**config.mk**
```make
export PLATFORM = sky130hd
export DESIGN_NAME = l3_wd_pack
export DESIGN_NICKNAME = d
export VERILOG_FILES = /design/src/rtl/l3_wd_pack.sv
export SDC_FILE = /design/constraint.sdc
export NUM_CORES = 1
export LEC_CHECK = 0
export ABC_AREA = 0
export CAP_MARGIN = 15
export CORE_AREA = 2 2 150 152
export CTS_BUF_LIST = sky130_fd_sc_hd__clkbuf_4 sky130_fd_sc_hd__clkbuf_8
export DETAILED_ROUTE_END_ITERATION = 8
export DIE_AREA = 0 0 152 154
export PLACE_DENSITY = 0.53
export SLEW_MARGIN = 10
export SYNTH_ARGS = -nofsm -noshare
export SYNTH_HDL_FRONTEND = slang
export SYNTH_SLANG_ARGS = --single-unit
```
**constraint.sdc**
```tcl
create_clock -name clk -period 5.57 [get_ports clk]
set_input_delay 1.114 -clock clk [delete_from_list [all_inputs] [get_ports clk]]
set_output_delay 1.114 -clock clk [all_outputs]
set_load 0.02 [all_outputs]
```
**src/rtl/l3_wd_pack.sv**
```systemverilog
// Byte-to-word packer feeding the L3 write stage: rx bytes -> 32-bit words -> small FIFO.
// Define L3_PACK_BIG_ENDIAN_EN to place the first byte of each word in the MSB lane.
module l3_wd_pack #(
  parameter int DEPTH_LOG2 = 1
) (
  input  logic        clk,
  input  logic        rst_n,
  input  logic        clr_core,
  input  logic        cmd_en,
  input  logic        wr_open,
  input  logic [15:0] wr_size,
  input  logic [7:0]  rx_byte,
  input  logic        rx_vld,
  output logic [31:0] l3_wd,
  output logic        l3_wd_vld,
  input  logic        core_wd_rdy,
  output logic        ovf,
  output logic        pack_done,
  output logic [1:0]  state_dbg
);

  localparam int DEPTH = 1 << DEPTH_LOG2;

  localparam logic [1:0] S_IDLE  = 2'd0;
  localparam logic [1:0] S_PACK  = 2'd1;
  localparam logic [1:0] S_FLUSH = 2'd2;
  localparam logic [1:0] S_DONE  = 2'd3;

  logic [1:0]            state_q, state_d;
  logic [15:0]           size_q;
  logic [15:0]           byte_cnt;
  logic [31:0]           asm_q;
  logic [31:0]           mem [DEPTH];
  logic [DEPTH_LOG2-1:0] wr_ptr, rd_ptr;
  logic [DEPTH_LOG2:0]   count;

  logic        clr;
  logic [1:0]  lane;
  logic [4:0]  shamt;
  logic        accept, last, push, pop, full, push_ok, drop;
  logic [31:0] merged;

  assign clr    = clr_core | cmd_en;
  assign lane   = byte_cnt[1:0];
  // wr_open wins over a coincident byte: that byte belongs to the abandoned transfer.
  assign accept = (state_q == S_PACK) & rx_vld & ~wr_open;
  assign last   = ((byte_cnt + 16'd1) == size_q);

`ifdef L3_PACK_BIG_ENDIAN_EN
  assign shamt = {~lane, 3'b000};
`else
  assign shamt = {lane, 3'b000};
`endif

  assign merged  = asm_q | ({24'd0, rx_byte} << shamt);
  assign push    = accept & ((lane == 2'd3) | last);
  // Downstream handshake: a word transfers on any cycle where l3_wd_vld & core_wd_rdy.
  assign pop     = (count != '0) & core_wd_rdy;
  assign full    = (count == (DEPTH_LOG2+1)'(DEPTH));
  assign push_ok = push & (~full | pop);
  assign drop    = push & ~push_ok;

  always_comb begin
    state_d = state_q;
    if (wr_open) begin
      state_d = (wr_size == 16'd0) ? S_DONE : S_PACK;
    end else begin
      case (state_q)
        S_PACK:  if (accept & last) state_d = S_FLUSH;
        S_FLUSH: if (count == '0) state_d = S_DONE;
        S_DONE:  state_d = S_IDLE;
        default: state_d = S_IDLE;
      endcase
    end
  end

  always_ff @(posedge clk or negedge rst_n) begin
    if (!rst_n) begin
      state_q  <= S_IDLE;
      size_q   <= '0;
      byte_cnt <= '0;
      asm_q    <= '0;
      ovf      <= 1'b0;
      wr_ptr   <= '0;
      rd_ptr   <= '0;
      count    <= '0;
    end else if (clr) begin
      state_q  <= S_IDLE;
      size_q   <= '0;
      byte_cnt <= '0;
      asm_q    <= '0;
      ovf      <= 1'b0;
      wr_ptr   <= '0;
      rd_ptr   <= '0;
      count    <= '0;
    end else begin
      state_q <= state_d;
      if (wr_open) begin
        size_q   <= wr_size;
        byte_cnt <= '0;
        asm_q    <= '0;
        ovf      <= 1'b0;
        wr_ptr   <= '0;
        rd_ptr   <= '0;
        count    <= '0;
      end else begin
        if (accept) begin
          byte_cnt <= byte_cnt + 16'd1;
          asm_q    <= push ? 32'd0 : merged;
        end
        if (drop) ovf <= 1'b1;
        if (push_ok) wr_ptr <= wr_ptr + DEPTH_LOG2'(1);
        if (pop) rd_ptr <= rd_ptr + DEPTH_LOG2'(1);
        case ({push_ok, pop})
          2'b10:   count <= count + (DEPTH_LOG2+1)'(1);
          2'b01:   count <= count - (DEPTH_LOG2+1)'(1);
          default: count <= count;
        endcase
      end
    end
  end

  // Storage needs no reset: the head is masked to zero whenever the FIFO is empty.
  always_ff @(posedge clk) begin
    if (push_ok & ~wr_open & ~clr) mem[wr_ptr] <= merged;
  end

  assign l3_wd     = (count != '0) ? mem[rd_ptr] : 32'd0;
  assign l3_wd_vld = (count != '0);
  assign pack_done = (state_q == S_DONE);
  assign state_dbg = state_q;

endmodule

```
==> results of run 1 <==
==> power groups by stage <==
stage / logic, mW / clock network [mW] / registers [mW]
floorplan: 0.0366 / 0 / 1.07
global placement: 0.0873 / 0 / 1.07
detailed placement: 0.0883 / 0 / 1.07
CTS: 0.0885 / 0.863 / 1.05
global route: 0.0966 / 0.909 / 1.05
finish: 0.0868 / 0.836 / 1.05
==> routing by layer <==
layer / global-route usage / share of wire / vias to the layer above
met5: 0 / 0 / -
met4: 0.0352 / 0.0043 / 0
met3: 0.0327 / 0.038 / 7
met2: 0.211 / 0.48 / 88
met1: 0.171 / 0.47 / 2112
li1: - / - / 2137
==> logic make-up (layout without fill, tap and decap cells) <==
family,Yosys count,after routing
multiplexers,51,51
adder cells (fa/ha/maj),5,5
XOR/XNOR,35,35
flip-flops,135,135
AO/OA/AOI/OAI,92,92
AND/OR/NAND/NOR,192,192
buffers and inverters,73,145
==> metrics by stage <==
step / hold slack [ns] / setup WS (ns) / cells / utilization
floorplan: 0.451 / 0.584 / 583 / -
global placement: 0.461 / 1.34 / 903 / 0.339
detailed placement: 0.466 / 1.27 / 903 / 0.339
CTS: 0.486 / 1.77 / 935 / 0.358
global route: 0.500 / 1.58 / 935 / 0.358
finish: 0.483 / 1.81 / 935 / 0.358
==> worst max-delay path: stages <==
cell and delay, ns:
clkdlybuf4s50_1 0.39, buf_4 0.23, and3b_1 0.25, o2111ai_1 0.09, nor4bb_1 0.29, o2111ai_1 0.20, nor4_2 0.38, o21ai_1 0.24
nor3_2 0.20, buf_4 0.43
==> registers in the layout, indices dropped and copies added (netlist names) <==
name and cells:
asm_q 32, byte_cnt 16, count 2, mem 64, ovf 1, rd_ptr 1
size_q 16, state_dbg 2, wr_ptr 1
==> worst max path at each step <==
stage                  from              endpoint  slack (ns)  cells after the start
floorplan           wr_open   mem[1][0]$_DFFE_PP_        0.58                      7
global placement    wr_open  mem[1][28]$_DFFE_PP_        1.34                     10
detailed placement  wr_open  mem[1][22]$_DFFE_PP_        1.27                     10
CTS                 wr_open  mem[1][14]$_DFFE_PP_        1.77                     10
global route        wr_open   mem[1][3]$_DFFE_PP_        1.58                     10
finish              wr_open  mem[1][14]$_DFFE_PP_        1.81                     10
==> cell usage in the layout, fill, tap and decap left out, types with 3 or more instances in the layout <==
master,instances
nor2_1,75
dfrtp_1,70
clkdlybuf4s50_1,66
edfxtp_1,64
mux2i_1,51
nand2_1,51
inv_1,39
a21oi_1,39
o21ai_2,30
xnor2_1,20
clkbuf_8,17
xor2_1,15
o21ai_0,9
nand4_1,7
nand3_1,7
buf_4,7
or3_1,5
nor3_1,5
ha_1,5
inv_8,5
and2_1,4
nor2b_1,4
nor4_1,4
and3_1,4
inv_6,4
nor2_2,3
a211oi_1,3
and4_1,3
nor4_2,3
o2111ai_1,3
==> layout make-up <==
type	count	area [µm²]	share of cell area
repair buffers	74	718	0.0924
multi-input cells	375	2450	0.315
clock inverters	15	178	0.0229
well taps	280	350	0.0451
flip-flops and latches	135	3700	0.476
inverters	39	146	0.0188
clock buffers	17	234	0.0301
==> flow_metrics.env, run 1 <==
export IMPL_cts_tree="built"
export IMPL_netlist_area_leader_share=0.298
export IMPL_grt_pass1_vias=4434
export IMPL_min_path_cells=2
export IMPL_hold_end="asm_q[13]$_DFFE_PN0P_"
export IMPL_synth_warnings=0
export IMPL_wirelength_um=14500
export IMPL_setup_tns_ns=0
export IMPL_synthesis_area_um2=6440
export IMPL_yosysMostFrequentCell="nor2_1"
export IMPL_max_cap_violations=0
export IMPL_ff2ff_path_depth=9
export IMPL_combPwrFrac=0.044
export IMPL_clk_latency_ns=0.45
export IMPL_drive_above_1_share=0.130
export IMPL_die_h_um=154
export IMPL_finClkSkew_ns=0.0135
export IMPL_antenna_found_initial=0
export IMPL_p_switching_mw=0.511
export IMPL_p_leak_nw=3.12
export IMPL_required_ns=5.66
export IMPL_cts_root_buf="clkbuf_8"
export IMPL_layout_nets=678
export IMPL_p_sw_frac=0.259
export IMPL_drv_slew=0
export IMPL_holdCritPathClass="flop to flop"
export IMPL_route_detailed_drc=0
export IMPL_numPortBuffers=67
export IMPL_synth_compound_area_frac=0.0950
export IMPL_synthAdderAreaFrac=0.00971
export IMPL_die_x_um=152
export IMPL_power_mw=1.97
export IMPL_finalHoldViolations=0
export IMPL_num_fill_cells=2145
export IMPL_p_int_mw=1.46
export IMPL_synth_area_top_cells="edfxtp_1 30%, dfrtp_1 28%, mux2i_1 7.9%, nor2_1 4.5%, o21ai_2 4.1%"
export IMPL_synth_simple_area_share=0.146
export IMPL_clock_sinks=135
export IMPL_cts_repair_resized=0
export IMPL_gr_total_overflow=0
export IMPL_first_iter_violations=188
export IMPL_start_util=0.297
export IMPL_syn_inst=583
export IMPL_synth_mux_area_frac=0.0793
export IMPL_gp_routability_congestion=0.841
export IMPL_synth_top_area_cell="edfxtp_1"
export IMPL_r2r_slack_ns=2.00
export IMPL_synth_avg_cell_area_um2=11.0
export IMPL_cts_buffers=17
export IMPL_timing_final_crit_share=0.675
export IMPL_postPlaceCellArea_um2=7360
export IMPL_routed_via_density=4.65
export IMPL_synth_async_sr_flop_share=0.526
export IMPL_period_needed_ns=3.76
export IMPL_num_antenna_cells=0
export IMPL_syn_nets=619
export IMPL_h_tree_depth=4
export IMPL_area_growth_pct=20.7
export IMPL_vdd_drop_max_uv=139
export IMPL_cts_setup_buffers=0
export IMPL_ys_flop_type="dfrtp_1"
export IMPL_crit_fanout=32
export IMPL_cp_data_arrival_time_ns=3.85
export IMPL_ys_ff_latch=135
export IMPL_p_clk_frac=0.424
export IMPL_rsz0062_at_grt="no"
export IMPL_power_density_nw_per_um2=253
export IMPL_dpl_hpwl_um=9900
export IMPL_clk_path_buf_depth=2
export IMPL_path_clk_slew_ns=0.08
export IMPL_outcome="finished clean"
export IMPL_drtAntennaViolNets=0
export IMPL_grt_max_degree=72
export IMPL_hp_start="asm_q[13]$_DFFE_PN0P_"
export IMPL_fp_dieArea_um2=23400
export IMPL_synth_edf_count=64
export IMPL_num_io_pins=68
export IMPL_pwr_share_seq=0.532
export IMPL_setup_viol=0
export IMPL_coreArea_um2=21700
export IMPL_yosysSeqAreaShare=0.574
export IMPL_synth_xor_area_share=0.0476
export IMPL_ys_types=49
export IMPL_wl_per_cell_um=15.5
export IMPL_crit_path_end_kind="flop"
export IMPL_startpoint_type="input pin"
export IMPL_first_pass_iters=4
export IMPL_max_freq_mhz=266
export IMPL_rows=54
export IMPL_route_vias_total=4344
export IMPL_synth_top_family_by_area="simple AND/OR/NAND/NOR gates"
export IMPL_rr_startpoint="byte_cnt[0]$_DFFE_PN0P_"
export IMPL_groute_usage_overall=0.129
export IMPL_design_area_um2=7770
export IMPL_relSlewSlack=0.334
export IMPL_critical_path_class="input pin to flop"
export IMPL_tightest_slew_ns=0.999
export IMPL_grt_pass1_wl_um=23900
export IMPL_hold_buffers=0
export IMPL_r2r_end="mem[1][14]$_DFFE_PP_"
export IMPL_ys_top_cells_by_count="78 x nor2_1, 71 x dfrtp_1, 64 x edfxtp_1, 51 x mux2i_1, 51 x nand2_1"
(Power assumes the default switching activity.)
==> run 2, diff against run 1 <==
Clock period 5.57 ns to 3.5 ns, I/O delays scaled along.
==> run 2 against run 1 <==
Compared with the run above: first-iteration DRC count is 51% higher; largest power group unchanged; routed wire length is 1.6% lower; highest routed layer unchanged; combinational power is 65% higher; register-to-register slack worse by 1.7 ns; global-route usage is 0.12 points lower; clock-buffer cell count is 1 higher; power is 60% higher; clock skew is 0.0026 ns lower; cell area is 1.4% higher; flip-flop and latch count stayed put; non-clock buffer count is 9 higher.
==> flow_metrics.env, run 2 (synthesis results as in run 1) <==
export IMPL_rsz0062_at_grt="no"
export IMPL_period_needed_ns=3.22
export IMPL_largest_reg_flops=64
export IMPL_cp_startpoint="byte_cnt[1]$_DFFE_PN0P_"
export IMPL_start_util=0.297
export IMPL_max_cap_violations=0
export IMPL_drv_slew=0
export IMPL_design_area_um2=7880
export IMPL_setup_tns_ns=0
export IMPL_outcome="finished clean"
export IMPL_groute_usage_overall=0.128
export IMPL_path_clk_slew_ns=0.08
export IMPL_startpoint_type="flop"
export IMPL_clock_sinks=135
export IMPL_cts_repair_resized=0
export IMPL_route_detailed_drc=0
export IMPL_wl_per_cell_um=15.1
export IMPL_num_antenna_cells=0
export IMPL_rr_startpoint="byte_cnt[1]$_DFFE_PN0P_"
export IMPL_final_util=0.363
export IMPL_gp_routability_congestion=0.902
export IMPL_coreArea_um2=21700
export IMPL_tightest_slew_ns=0.688
export IMPL_timing_final_crit_share=0.919
export IMPL_die_x_um=152
export IMPL_h_tree_depth=4
export IMPL_drive_above_1_share=0.142
export IMPL_crit_path_top_delay_cell="or4_4"
export IMPL_clk_latency_ns=0.45
export IMPL_power_mw=3.14
export IMPL_fp_dieArea_um2=23400
export IMPL_cts_tree="built"
export IMPL_clk_path_buf_depth=2
export IMPL_r2r_end="asm_q[23]$_DFFE_PN0P_"
export IMPL_cts_setup_buffers=0
export IMPL_max_freq_mhz=311
export IMPL_p_leak_nw=3.19
export IMPL_cp_cell_sequence="ha_1 > nand4_4 > o21ai_0 > a21oi_1 > a211oi_1 > nor4_2 > buf_4 > or4_4 > buf_12 > o21ai_2"
export IMPL_critical_path_class="flop to flop"
export IMPL_num_io_pins=68
export IMPL_first_pass_iters=6
export IMPL_dpl_hpwl_um=10300
export IMPL_top_regs="mem (64), asm_q (32)"
export IMPL_regMostFlops="mem"
export IMPL_rows=54
export IMPL_cp_data_arrival_time_ns=3.59
export IMPL_antenna_found_initial=0
export IMPL_power_density_nw_per_um2=399
export IMPL_relSlewSlack=0.540
export IMPL_layout_commonest_cell="nor2_1"
export IMPL_layout_common_cells="75 x nor2_1, 70 x dfrtp_1, 66 x clkdlybuf4s50_1"
export IMPL_route_vias_total=4388
export IMPL_first_iter_violations=283
export IMPL_place_inst=912
export IMPL_postPlaceCellArea_um2=7470
export IMPL_holdCritPathClass="input pin to async pin"
export IMPL_worst_path_largest_cell_delay_ns=0.63
export IMPL_wirelength_um=14200
export IMPL_die_h_um=154
export IMPL_cts_buffers=17
export IMPL_crit_path_end_kind="flop"
export IMPL_drtAntennaViolNets=0
export IMPL_finClkSkew_ns=0.0110
export IMPL_vdd_drop_max_uv=217
export IMPL_cts_root_buf="clkbuf_8"
export IMPL_setup_viol=0
export IMPL_crit_fanout=15
export IMPL_ff2ff_path_depth=10
export IMPL_r2r_slack_ns=0.28
export IMPL_grt_pass1_vias=4570
export IMPL_required_ns=3.88
export IMPL_hold_buffers=0
export IMPL_finalHoldViolations=0
export IMPL_grt_pass1_wl_um=23900
export IMPL_numPortBuffers=67
export IMPL_area_growth_pct=22.4
export IMPL_grt_max_degree=35
export IMPL_layout_cells_non_filler=944
export IMPL_layout_nets=687
export IMPL_routed_via_density=4.65
export IMPL_gr_total_overflow=0
[run 2: area by class of cell]
| type | instances | area (µm²) |
|---|---|---|
| clock buffer | 18 | 248 |
| clock inverter | 14 | 161 |
| fill | 2134 | 13800 |
| inverter | 39 | 146 |
| multi-input combinational | 375 | 2450 |
| sequential | 135 | 3700 |
| tap | 280 | 350 |
| timing repair buffer | 83 | 823 |
[run 2: per-stage QoR]
stage	worst slack (ns)	hold slack, ns
4_1_cts	0.322	0.270
3_5_place_dp	0.0517	0.465
3_3_place_gp	0.101	0.460
6_report	0.282	0.267
2_1_floorplan	0.168	0.404
5_1_grt	0.0989	0.301
[run 2: layer usage]
metal,up-vias,wire length (µm),share of wire,track usage
li1,2153,-,-,-
met2,91,6930,0.49,0.217
met4,0,138,0.0097,0.0334
met5,-,0,0,0
met1,2132,6590,0.46,0.163
met3,12,579,0.041,0.0333
[run 2: power by group]
part | switching, mW | total, mW | internal [mW]
logic | 0.0830 | 0.143 | 0.0601
clock network | 0.661 | 1.33 | 0.672
registers | 0.00730 | 1.67 | 1.66
[run 2: how the worst max path moves through the flow]
stage,endpoint,slack [ns]
after floorplan,mem[0][0]$_DFFE_PP_,0.17
after global placement,count[1]$_DFFE_PN0P_,0.10
after detailed placement,mem[1][30]$_DFFE_PP_,0.05
after CTS,asm_q[23]$_DFFE_PN0P_,0.32
after global routing,count[1]$_DFFE_PN0P_,0.1
final,asm_q[23]$_DFFE_PN0P_,0.28
[run 2: critical path, delay by kind of cell, from the launching register on]
kind / cells / cell delay (ns)
flops: 1 / 0.51
fa+ha+maj: 1 / 0.38
simple gates: 3 / 0.93
buf+inv: 2 / 0.38
compound gates: 4 / 0.95
==> run 3, diff against run 2 <==
Settings changed: CTS_CLUSTER_SIZE set to 30.
==> results of run 3 <==
The final DEF is identical to that of run 2; final timing and power are the same.
